## src/rtl/instruction_sequencer.sv

```systemverilog
// Fetch/decode/execute controller for the 4-bit microcore: drives program memory, IR load handshake, 4x4 register file and accumulator.
// Latency: FETCH (1 per mem_rdy wait) + LOAD (>=2) + DECODE (1) + EXEC (1); 5 cycles per instruction minimum.
// Backpressure: mem_rdy low holds FETCH with mem_req high; LOAD waits for ir_ack (bounded by ACK_TIMEOUT when INSTR_SEQ_ACK_TIMEOUT_EN is defined).
//
// Ports:
//   clk, rst (sync, active-high), start       - control
//   pc, mem_req / mem_rdy                     - program memory fetch
//   ir_ena / ir_ack, mnm, wr_addr_mnm,
//   rd_addr_wr_data                           - instruction register load and fields
//   rf_we, rf_wr_addr, rf_wr_data,
//   rf_rd_addr, rf_rd_data                    - register file (combinational read)
//   acc, carry, busy, halted, err             - status
// Optional feature: define INSTR_SEQ_ACK_TIMEOUT_EN to enable the LOAD ack timeout (ERR state).

module instruction_sequencer #(
    parameter int unsigned ACK_TIMEOUT = 4,
    parameter logic [3:0]  RESET_PC    = 4'h0
) (
    input  logic       clk,
    input  logic       rst,
    input  logic       start,
    output logic [3:0] pc,
    output logic       mem_req,
    input  logic       mem_rdy,
    output logic       ir_ena,
    input  logic       ir_ack,
    input  logic [1:0] mnm,
    input  logic [1:0] wr_addr_mnm,
    input  logic [3:0] rd_addr_wr_data,
    output logic       rf_we,
    output logic [1:0] rf_wr_addr,
    output logic [3:0] rf_wr_data,
    output logic [1:0] rf_rd_addr,
    input  logic [3:0] rf_rd_data,
    output logic [3:0] acc,
    output logic       carry,
    output logic       busy,
    output logic       halted,
    output logic       err
);

    typedef enum logic [2:0] {
        S_IDLE,
        S_FETCH,
        S_LOAD,
        S_DECODE,
        S_EXEC,
        S_HALT,
        S_ERR
    } state_t;

    localparam logic [1:0] MJ_MISC = 2'b00;
    localparam logic [1:0] MJ_LDI  = 2'b01;
    localparam logic [1:0] MJ_MOV  = 2'b10;
    localparam logic [1:0] MJ_ADD  = 2'b11;
    localparam logic [1:0] MI_JMP  = 2'b01;
    localparam logic [1:0] MI_STA  = 2'b10;
    localparam logic [1:0] MI_HALT = 2'b11;

    state_t     state, state_nxt;
    logic       load_first;     // high during the first LOAD cycle, when a stale ack must be ignored
    logic [1:0] op_mnm;
    logic [1:0] op_minor;
    logic [3:0] op_imm;
    logic [3:0] operand;
    logic       is_jmp;
    logic       is_halt;
    logic       timeout;

    assign is_jmp  = (op_mnm == MJ_MISC) && (op_minor == MI_JMP);
    assign is_halt = (op_mnm == MJ_MISC) && (op_minor == MI_HALT);

`ifdef INSTR_SEQ_ACK_TIMEOUT_EN
    localparam logic [3:0] ACK_TO = ACK_TIMEOUT[3:0];

    // Counts LOAD cycles; zero in the first one, so hitting ACK_TO means
    // ACK_TIMEOUT cycles have elapsed past the ignored first cycle.
    logic [3:0] ack_cnt;

    always_ff @(posedge clk) begin
        if (rst) begin
            ack_cnt <= '0;
        end else if (state == S_LOAD) begin
            ack_cnt <= ack_cnt + 4'd1;
        end else begin
            ack_cnt <= '0;
        end
    end

    assign timeout = (ack_cnt == ACK_TO);
`else
    // Parameter has no effect in this build; LOAD waits for ir_ack forever.
    logic unused_ack_timeout;
    assign unused_ack_timeout = (ACK_TIMEOUT > 15);
    assign timeout            = 1'b0;
`endif

    // State register and datapath
    always_ff @(posedge clk) begin
        if (rst) begin
            state      <= S_IDLE;
            load_first <= 1'b1;
            pc         <= RESET_PC;
            acc        <= '0;
            carry      <= 1'b0;
            operand    <= '0;
            op_mnm     <= '0;
            op_minor   <= '0;
            op_imm     <= '0;
        end else begin
            state      <= state_nxt;
            load_first <= (state != S_LOAD);

            if (state == S_DECODE) begin
                operand  <= rf_rd_data;
                op_mnm   <= mnm;
                op_minor <= wr_addr_mnm;
                op_imm   <= rd_addr_wr_data;
            end

            if (state == S_EXEC) begin
                if (op_mnm == MJ_ADD) begin
                    {carry, acc} <= {1'b0, acc} + {1'b0, operand};
                end
                if (is_jmp) begin
                    pc <= op_imm;
                end else if (!is_halt) begin
                    pc <= pc + 4'd1;
                end
            end
        end
    end

    // Next state and outputs
    always_comb begin
        state_nxt  = state;
        mem_req    = 1'b0;
        ir_ena     = 1'b0;
        busy       = 1'b0;
        halted     = 1'b0;
        err        = 1'b0;
        rf_we      = 1'b0;
        rf_wr_addr = '0;
        rf_wr_data = '0;
        rf_rd_addr = '0;

        case (state)
            S_IDLE: begin
                if (start) state_nxt = S_FETCH;
            end
            S_FETCH: begin
                mem_req = 1'b1;
                busy    = 1'b1;
                if (mem_rdy) state_nxt = S_LOAD;
            end
            S_LOAD: begin
                ir_ena = 1'b1;
                busy   = 1'b1;
                if (ir_ack && !load_first) begin
                    state_nxt = S_DECODE;
                end else if (timeout) begin
                    state_nxt = S_ERR;
                end
            end
            S_DECODE: begin
                busy       = 1'b1;
                rf_rd_addr = rd_addr_wr_data[1:0];
                state_nxt  = S_EXEC;
            end
            S_EXEC: begin
                busy      = 1'b1;
                state_nxt = is_halt ? S_HALT : S_FETCH;
                case (op_mnm)
                    MJ_LDI: begin
                        rf_we      = 1'b1;
                        rf_wr_addr = op_minor;
                        rf_wr_data = op_imm;
                    end
                    MJ_MOV: begin
                        rf_we      = 1'b1;
                        rf_wr_addr = op_minor;
                        rf_wr_data = operand;
                    end
                    MJ_MISC: begin
                        if (op_minor == MI_STA) begin
                            rf_we      = 1'b1;
                            rf_wr_addr = op_imm[1:0];
                            rf_wr_data = acc;
                        end
                    end
                    default: ;
                endcase
            end
            S_HALT: begin
                halted = 1'b1;
            end
            S_ERR: begin
`ifdef INSTR_SEQ_ACK_TIMEOUT_EN
                err = 1'b1;
`endif
            end
            default: begin
                state_nxt = S_IDLE;
            end
        endcase

        // Reset overrides the write strobe even in the EXEC cycle it lands on.
        if (rst) rf_we = 1'b0;
    end

endmodule

```

## config.mk

```make
export PLATFORM = sky130hd
export DESIGN_NAME = instruction_sequencer
export DESIGN_NICKNAME = d
export VERILOG_FILES = /design/src/rtl/instruction_sequencer.sv
export SDC_FILE = /design/constraint.sdc
export NUM_CORES = 1
export LEC_CHECK = 0
export CORE_UTILIZATION = 35
export CTS_CLUSTER_SIZE = 16
export DETAILED_ROUTE_END_ITERATION = 7
export PLACE_DENSITY = 0.62
export REMOVE_ABC_BUFFERS = 1
export SYNTH_ARGS = -nofsm -noshare
export SYNTH_HDL_FRONTEND = slang
export SYNTH_SLANG_ARGS = --single-unit
```

## constraint.sdc

```tcl
create_clock -name clk -period 1.5 [get_ports clk]
set_input_delay 0.3 -clock clk [delete_from_list [all_inputs] [get_ports clk]]
set_output_delay 0.3 -clock clk [all_outputs]
set_load 0.02 [all_outputs]
```

==> results of run 1 <==
power by group through the flow:
stage | clock, uW | sequential [uW] | combinational, uW
3_5_place_dp | 0 | 700 | 201
5_1_grt | 450 | 686 | 258
2_1_floorplan | 0 | 709 | 67.7
3_3_place_gp | 0 | 700 | 197
4_1_cts | 426 | 687 | 218
6_report | 414 | 684 | 239
registers in the layout (all words and copies together) (netlist names):
signal / flops
operand: 4
op_imm: 4
op_mnm: 2
load_first: 1
op_minor: 2
acc: 4
pc: 4
carry: 1
state: 3
path summary, 6_finish.rpt:
path | start | end | slack (ns)
setup reg to reg | state[2] | pc[0] | -0.07
hold / removal | pc[3] | pc[3] | 0.50
setup / recovery | op_mnm[0] | rf_wr_data[2] | -0.37
hold reg to reg | pc[3] | pc[3] | 0.50
per-layer routing:
metal / share of wire (%) / wire length, um / up-vias
li1: - / - / 780
met1: 47 / 2010 / 738
met2: 49 / 2100 / 38
met3: 3.1 / 134 / 2
met4: 0.79 / 34 / 0
met5: 0 / 0 / -
kinds of logic (layout without fill, tap and decap cells):
kind of cell / Yosys count / in the layout / share of synthesized area, %
DFF: 25 / 25 / 34.8
AOI/OAI and AO/OA: 43 / 43 / 20.8
muxes: 3 / 3 / 2.09
xor gates and xnor gates: 2 / 2 / 1.22
buffers and inverters: 19 / 96 / 5.40
other: 1 / 1 / 0.261
adders and majority gates: 11 / 11 / 10.1
and+or+nand+nor: 71 / 71 / 25.3
placed cells by master (no fill, tap or decap), types with 3 or more instances in the layout:
master,n
sky130_fd_sc_hd__nand3_1,3
sky130_fd_sc_hd__mux2i_1,3
sky130_fd_sc_hd__nor2_1,10
sky130_fd_sc_hd__dlygate4sd2_1,9
sky130_fd_sc_hd__buf_4,44
sky130_fd_sc_hd__ha_4,3
sky130_fd_sc_hd__buf_6,9
sky130_fd_sc_hd__clkbuf_8,3
sky130_fd_sc_hd__ha_1,5
sky130_fd_sc_hd__clkdlybuf4s50_1,16
sky130_fd_sc_hd__a222oi_1,4
sky130_fd_sc_hd__dfxtp_4,3
sky130_fd_sc_hd__inv_2,5
sky130_fd_sc_hd__nor3_1,4
sky130_fd_sc_hd__nand2_1,28
sky130_fd_sc_hd__a21oi_1,19
sky130_fd_sc_hd__nand3b_1,3
sky130_fd_sc_hd__dfxtp_1,16
sky130_fd_sc_hd__inv_1,3
sky130_fd_sc_hd__dfxtp_2,6
sky130_fd_sc_hd__buf_2,5
layout make-up:
type	instances	area, sq um
sequential	25	519
clock inverter	1	5.00
fill	313	1430
multi-input combinational	131	1010
clock buffer	3	41.3
tap	48	60.1
timing repair buffer	84	711
inverter	8	30.0
stage by stage:
stage / setup WS [ns] / power [uW]
after global routing: -0.442 / 1390
final: -0.371 / 1340
after global placement: -0.498 / 897
after CTS: -0.408 / 1330
after detailed placement: -0.534 / 901
after floorplan: -0.301 / 777
worst register-to-register path: stages, from the launching register on:
cell and delay [ns]:
sky130_fd_sc_hd__dfxtp_2 0.36, sky130_fd_sc_hd__buf_6 0.10, sky130_fd_sc_hd__buf_6 0.08, sky130_fd_sc_hd__or3b_4 0.42, sky130_fd_sc_hd__o211a_1 0.25, sky130_fd_sc_hd__a311o_1 0.26
cells in the mapped netlist (all sizes together):
cell | instances | area, sq um
a2111o | 1 | 11.3
a2111oi | 2 | 18.8
a211o | 1 | 8.76
a211oi | 3 | 22.5
a21o | 1 | 7.51
a21oi | 19 | 95.1
a222oi | 4 | 40.0
a22oi | 2 | 15.0
a311o | 1 | 10.0
a311oi | 1 | 8.76
and2 | 1 | 6.26
and3 | 2 | 12.5
and3b | 2 | 17.5
and4b | 1 | 10.0
and4bb | 1 | 12.5
buf | 3 | 17.5
clkbuf | 8 | 30.0
conb | 1 | 3.75
dfxtp | 25 | 500
fa | 1 | 20.0
ha | 10 | 125
inv | 8 | 30.0
mux2i | 3 | 30.0
nand2 | 30 | 113
nand2b | 2 | 12.5
nand3 | 4 | 20.0
nand3b | 3 | 22.5
nand4 | 1 | 6.26
nand4bb | 1 | 11.3
nor2 | 12 | 45.0
nor2b | 3 | 18.8
nor3 | 4 | 20.0
nor3b | 1 | 12.5
o211a | 1 | 10.0
o21ai | 2 | 10.0
o311ai | 2 | 17.5
o31ai | 2 | 15.0
o32ai | 1 | 8.76
or3 | 1 | 6.26
or3b | 2 | 17.5
xnor2 | 2 | 17.5
what timing repair did:
action,4_1_cts,5_1_grt
hold endpoints to repair,0,0
gates resized for setup,112,21
pin swaps,8,13
buffers inserted,3,7
endpoints found under the setup margin,29,19
==> impl_summary.txt, run 1 <==
----------------------------------------------------
[Routing]
  Remaining antenna violation count after routing ... 0
  Residual DRC count ... 0
  Iteration-0 DRC Markers ... 95
  Number of detailed-route iterations in the first pass ... 7
  Vias after detailed routing ... 1558
  Final WL ... 4280 um
  Avg WL per Cell ... 14.3 um
  Vias per cell ... 5.19

[CTS]
  Number of hold buffers added after cts ... 0
  Level count of the clock H-tree ... 1
  Clock tree from TritonCTS ... built
  TritonCTS Buffers ... 3
  CTS Buffer Depth ... 2
  Clock-pin slew on the worst setup and hold paths ... around 0.10 ns
  CTS Root Cell ... sky130_fd_sc_hd__clkbuf_8
  Clk Latency, worst-skew pair ... approximately 0.27 ns
  Clock sink total ... 25

[Finish]
  Synth-to-Final Area Change ... 65.0%
  Ant. Diodes ... 0
  Final Instance Area ... roughly 2400 sq um
  Final Non-Filler Cells ... 300
  Final Net Count ... roughly 280
  Share of final-layout standard cells stronger than drive strength 1 ... 41.7%
  End-of-flow core utilization ... between 60% and 70%

[Setup path]
  Crit path arrival time ... 1.57 ns
  CP max FO ... 5
  Worst-path cell with the longest stage delay ... sky130_fd_sc_hd__dfxtp_2
  Kind of start point of the critical path ... register
  Largest stage delay on the critical path ... roughly 0.35 ns
  Number of cells on the worst reg-to-reg path ... 5
  Critical Path End Type ... output port
  Series of cell instances along the critical path ... inv_2 > ha_4 > and3b_2 > a222oi_1 > nor2_1 > buf_4
  Family of cells with the greatest summed delay on the critical path ... flip-flops
  Type of the worst setup path ... reg2out
  Critical Path Stages ... 6
  Combined buffer and inverter count along the critical path ... 2
  Endpoint required time on the critical path ... about 1.2 ns

[Pwr]
  Gate power share ... between 10% and 20%
  Switching Power ... 348 uW
  Sequential Power Share ... around half
  Clock power share ... 31.0%
  Worst vdd ir ... ~0.46 mV
  Cell leakage power ... 0.00102 uW
  Power density cells ... ~560 nW/um^2
  Internal portion of total power ... 990 uW
  Sw frac ... 26.0%

[Logic synthesis]
  Synth cell types ... 45
  Mean cell area of the mapped netlist ... between 8 and 9 sq um
  Cell Area, Synth ... approximately 1400 sq um
  Register area share after synthesis ... a little over a third
  Post-Syn Instances ... 175
  Synthesized flop and latch total ... 25
  Syn. warnings ... 0

[Job]
  Max capacitance violation total ... 0

[Timing]
  Total setup violations reported at the end of the flow ... 10
  Crit path setup slack, layout ... -0.371 ns
  Tmin final ... between 1.5 and 2 ns
  Part of the cycle the worst path needs ... 125%
  Maximum clock frequency ... between 500 and 600 MHz
  Final TNS setup ... -2.70 ns
  Setup skew after layout ... roughly 0.0065 ns
  Pins over their slew limit ... 0
  RSZ-0062 raised after global routing ... yes
  Min Hold Slack ... approximately 0.50 ns
  Final count of hold timing violations ... 0

[Placement]
  GP Congestion ... around 0.86
  Number of instances in the placed design ... approximately 290
  Total of buffers placed on input and output ports ... 38
  Placed cell area ... 2120 sq um
  Half-perimeter wire length after detailed placement ... around 3100 um

[Floorplanning]
  Ports placed on the boundary ... 40
  Count of standard-cell rows ... 22
  Initial cell density of the core ... 37.8%
  Core area ... between 3000 and 4000 sq um
  Vertical die dimension ... between 60 and 70 um
  Die Width ... between 60 and 70 um
  Die footprint ... ~4400 sq um

[Global route]
  Largest net degree at the start of global routing ... 30
  Final global-route overflow total ... 0
  Number of antenna violations at the first check in global routing ... 0
  Number of global-route vias before repair ... 1484
  Global-route wire length before repair ... roughly 6900 um
  Met1 Usage GRT ... 27.5%
  Met3 GRT Util ... under 10%
  GRT Overall Usage ... approximately a fifth
  Global-route track usage on met2 ... 34.8%
  Layer with the highest usage after global routing ... met2

[Outcome]
  Status ... complete, but fails checks
  Failing checks ... negative setup slack

[Min path]
  Worst hold path depth ... 2
  HP Class ... reg2reg

----------------------------------------------------
Power figures use the tool's default switching activity.
==> inputs of run 2 (changes only) <==
--- a/config.mk
+++ b/config.mk
@@ -5,10 +5,11 @@
 export SDC_FILE = /design/constraint.sdc
 export NUM_CORES = 1
 export LEC_CHECK = 0
+export ABC_CLOCK_PERIOD_IN_PS = 2300
 export CORE_UTILIZATION = 35
 export CTS_CLUSTER_SIZE = 16
 export DETAILED_ROUTE_END_ITERATION = 7
-export PLACE_DENSITY = 0.62
+export PLACE_DENSITY = 0.59
 export REMOVE_ABC_BUFFERS = 1
 export SYNTH_ARGS = -nofsm -noshare
 export SYNTH_HDL_FRONTEND = slang
==> constraint.sdc (replaced) <==
create_clock -name clk -period 2.3 [get_ports clk]
set_input_delay 0.46 -clock clk [delete_from_list [all_inputs] [get_ports clk]]
set_output_delay 0.46 -clock clk [all_outputs]
set_load 0.02 [all_outputs]
==> impl_summary.txt, run 2 (synthesis results as in run 1) <==
----------------------------------------------------
[Pwr]
  Cell leakage power ... roughly 0.00078 uW
  Total power of the final layout ... slightly above 800 uW
  Worst vdd ir ... approximately 0.23 mV
  Power density cells ... about 430 nW/um^2

[Placement]
  Post-placement setup slack ... around 0.052 ns
  Half-perimeter wire length after detailed placement ... about 2900 um
  GP Congestion ... 0.804
  Total of buffers placed on input and output ports ... 38

[Timing]
  Part of the cycle the worst path needs ... approximately 95%
  Final TNS setup ... 0 ns
  Crit path setup slack, layout ... ~0.10 ns
  Transition at the pin with the smallest max-transition slack ... roughly 0.52 ns
  RSZ-0062 raised after global routing ... no
  Setup skew after layout ... 0.00914 ns
  Maximum clock frequency ... approximately 460 MHz
  Total setup violations reported at the end of the flow ... 0
  Final count of hold timing violations ... 0
  Min Hold Slack ... approximately 0.50 ns
  Tmin final ... roughly 2.2 ns
  Max transition margin ... about 65%
  Pins over their slew limit ... 0

[Setup path]
  Crit path arrival time ... 1.74 ns
  Kind of start point of the critical path ... register
  Series of cell instances along the critical path ... inv_1 > ha_1 > and3b_2 > a222oi_1 > nor2_1 > clkbuf_2
  Family of cells with the greatest summed delay on the critical path ... compound AO/OA/AOI/OAI gates
  R2R Path Start ... acc[0]
  Startpoint of the worst setup timing path ... op_mnm[0]
  Critical Path End Type ... output port
  Worst-path cell with the longest stage delay ... sky130_fd_sc_hd__a222oi_1
  Endpoint required time on the critical path ... about 1.8 ns
  CP max FO ... 7
  Largest stage delay on the critical path ... between 0.3 and 0.4 ns
  Combined buffer and inverter count along the critical path ... 2
  Type of the worst setup path ... reg2out

[Routing]
  Final WL ... approximately 3700 um
  Number of detailed-route iterations in the first pass ... 4
  Vias per cell ... ~5.2
  Avg WL per Cell ... 14.0 um
  Remaining antenna violation count after routing ... 0
  Iteration-0 DRC Markers ... between 100 and 150
  Met1 Wirelength ... ~1600 um
  Routed length on met3 ... between 100 and 150 um
  Routed wl met2 ... 1790 um
  Vias after detailed routing ... 1392
  Highest routing layer actually used ... met4
  Residual DRC count ... 0

[Global route]
  GRT Overall Usage ... 18.6%
  Final global-route overflow total ... 0
  Global-route wire length before repair ... between 6000 and 7000 um
  Largest net degree at the start of global routing ... 30
  Number of global-route vias before repair ... 1384
  Number of antenna violations at the first check in global routing ... 0

[CTS]
  Number of hold buffers added after cts ... 0
  Clk Latency, worst-skew pair ... 0.28 ns
  CTS Buffer Depth ... 2
  Clock sink total ... 25
  TritonCTS Buffers ... 3
  CTS Root Cell ... sky130_fd_sc_hd__clkbuf_8
  Clock tree from TritonCTS ... built
  Buffer count from post-CTS setup fixing ... 0
  Clock-pin slew on the worst setup and hold paths ... approximately 0.09 ns
  Level count of the clock H-tree ... 1

[Floorplanning]
  Count of standard-cell rows ... 22
  Vertical die dimension ... around 66 um
  Initial cell density of the core ... between 30% and 40%
  Core area ... 3800 sq um
  Die Width ... roughly 66 um
  Ports placed on the boundary ... 40
  Die footprint ... ~4400 sq um

[Min path]
  HP Start ... op_imm[3]
  HP Class ... reg2reg

[Finish]
  Most common library cell in the layout ignoring fill and taps ... sky130_fd_sc_hd__clkdlybuf4s50_1
  Share of final-layout standard cells stronger than drive strength 1 ... a little over an eighth
  Commonest cells after routing, fill and taps aside ... sky130_fd_sc_hd__clkdlybuf4s50_1 (31), sky130_fd_sc_hd__nand2_1 (30), sky130_fd_sc_hd__dfxtp_1 (23), sky130_fd_sc_hd__a21oi_1 (19)
  Ant. Diodes ... 0
  Synth-to-Final Area Change ... 35.4%
  FILL cells ... between 300 and 400
  Final Net Count ... 247

[Job]
  Max capacitance violation total ... 0

[Outcome]
  Status ... completed

----------------------------------------------------
-- run 2: cell types whose count changed in the layout (fill, tap and decap cells not counted), moves of 3 or more --
| cell | change |
|---|---|
| sky130_fd_sc_hd__clkbuf_2 | +5 |
| sky130_fd_sc_hd__dfxtp_2 | -4 |
| sky130_fd_sc_hd__buf_6 | -9 |
| sky130_fd_sc_hd__dfxtp_4 | -3 |
| sky130_fd_sc_hd__clkdlybuf4s50_1 | +15 |
| sky130_fd_sc_hd__dfxtp_1 | +7 |
| sky130_fd_sc_hd__dlygate4sd2_1 | -7 |
| sky130_fd_sc_hd__ha_4 | -3 |
| sky130_fd_sc_hd__inv_1 | +4 |
| sky130_fd_sc_hd__buf_4 | -32 |
| sky130_fd_sc_hd__ha_1 | +5 |
| sky130_fd_sc_hd__buf_2 | -5 |
| sky130_fd_sc_hd__inv_2 | -4 |
-- run 2: path summary, 6_finish.rpt --
check                  endpoint  slack, ns  cells past startpoint
hold reg to reg       op_imm[3]       0.50                      2
setup / recovery  rf_wr_data[2]       0.10                      6
setup reg to reg          carry       0.68                      5
hold / removal        op_imm[3]       0.50                      2
-- run 2: final cells by class --
cell class / instances / area, sq um / area share (%)
tap: 48 / 60.1 / 3.08
clock inverter: 1 / 5.00 / 0.257
timing repair buffer: 50 / 443 / 22.8
clock buffer: 3 / 41.3 / 2.12
sequential: 25 / 503 / 25.8
multi-input combinational: 131 / 865 / 44.4
inverter: 8 / 30.0 / 1.54
-- run 2: report_power, final --
part	total [uW]	switching, uW	internal [uW]
logic	116	53.5	62.9
clock network	264	142	121
registers	451	9.68	441
-- run 2: through the flow --
step / cells / cell area, sq um / util, %
2_1_floorplan: 164 / 1390 / -
3_3_place_gp: 262 / 1920 / 50.6
3_5_place_dp: 262 / 1920 / 50.6
4_1_cts: 266 / 1960 / 51.5
5_1_grt: 266 / 1950 / 51.3
6_report: 266 / 1950 / 51.3
-- run 2: per-layer routing --
layer | vias up | GRT usage, %
met3 | 11 | 2.41
met1 | 626 | 22.4
met5 | - | 0
met2 | 44 | 32.0
met4 | 0 | 9.84
li1 | 711 | -
-- run 2: worst reg2reg max path, delay by kind of cell, from the launching register on --
| family | cells | cell delay [ns] |
|---|---|---|
| adders and majority gates | 2 | 0.65 |
| AOI/OAI and AO/OA | 2 | 0.42 |
| DFF | 1 | 0.36 |
| and+or+nand+nor | 1 | 0.08 |
-- run 2: what timing repair did --
| item | in CTS | in global routing |
|---|---|---|
| gates resized for setup | 7 | 16 |
| pin swaps | 0 | 2 |
| endpoints found under the setup margin | 7 | 10 |
| endpoints found under the hold margin | 0 | 0 |
==> inputs of run 3 (changes only) <==
--- a/config.mk
+++ b/config.mk
@@ -11,6 +11,7 @@
 export DETAILED_ROUTE_END_ITERATION = 7
 export PLACE_DENSITY = 0.59
 export REMOVE_ABC_BUFFERS = 1
+export SLEW_MARGIN = 20
 export SYNTH_ARGS = -nofsm -noshare
 export SYNTH_HDL_FRONTEND = slang
 export SYNTH_SLANG_ARGS = --single-unit
==> results of run 3 <==
The final DEF is identical to that of run 2; final timing and power are the same.
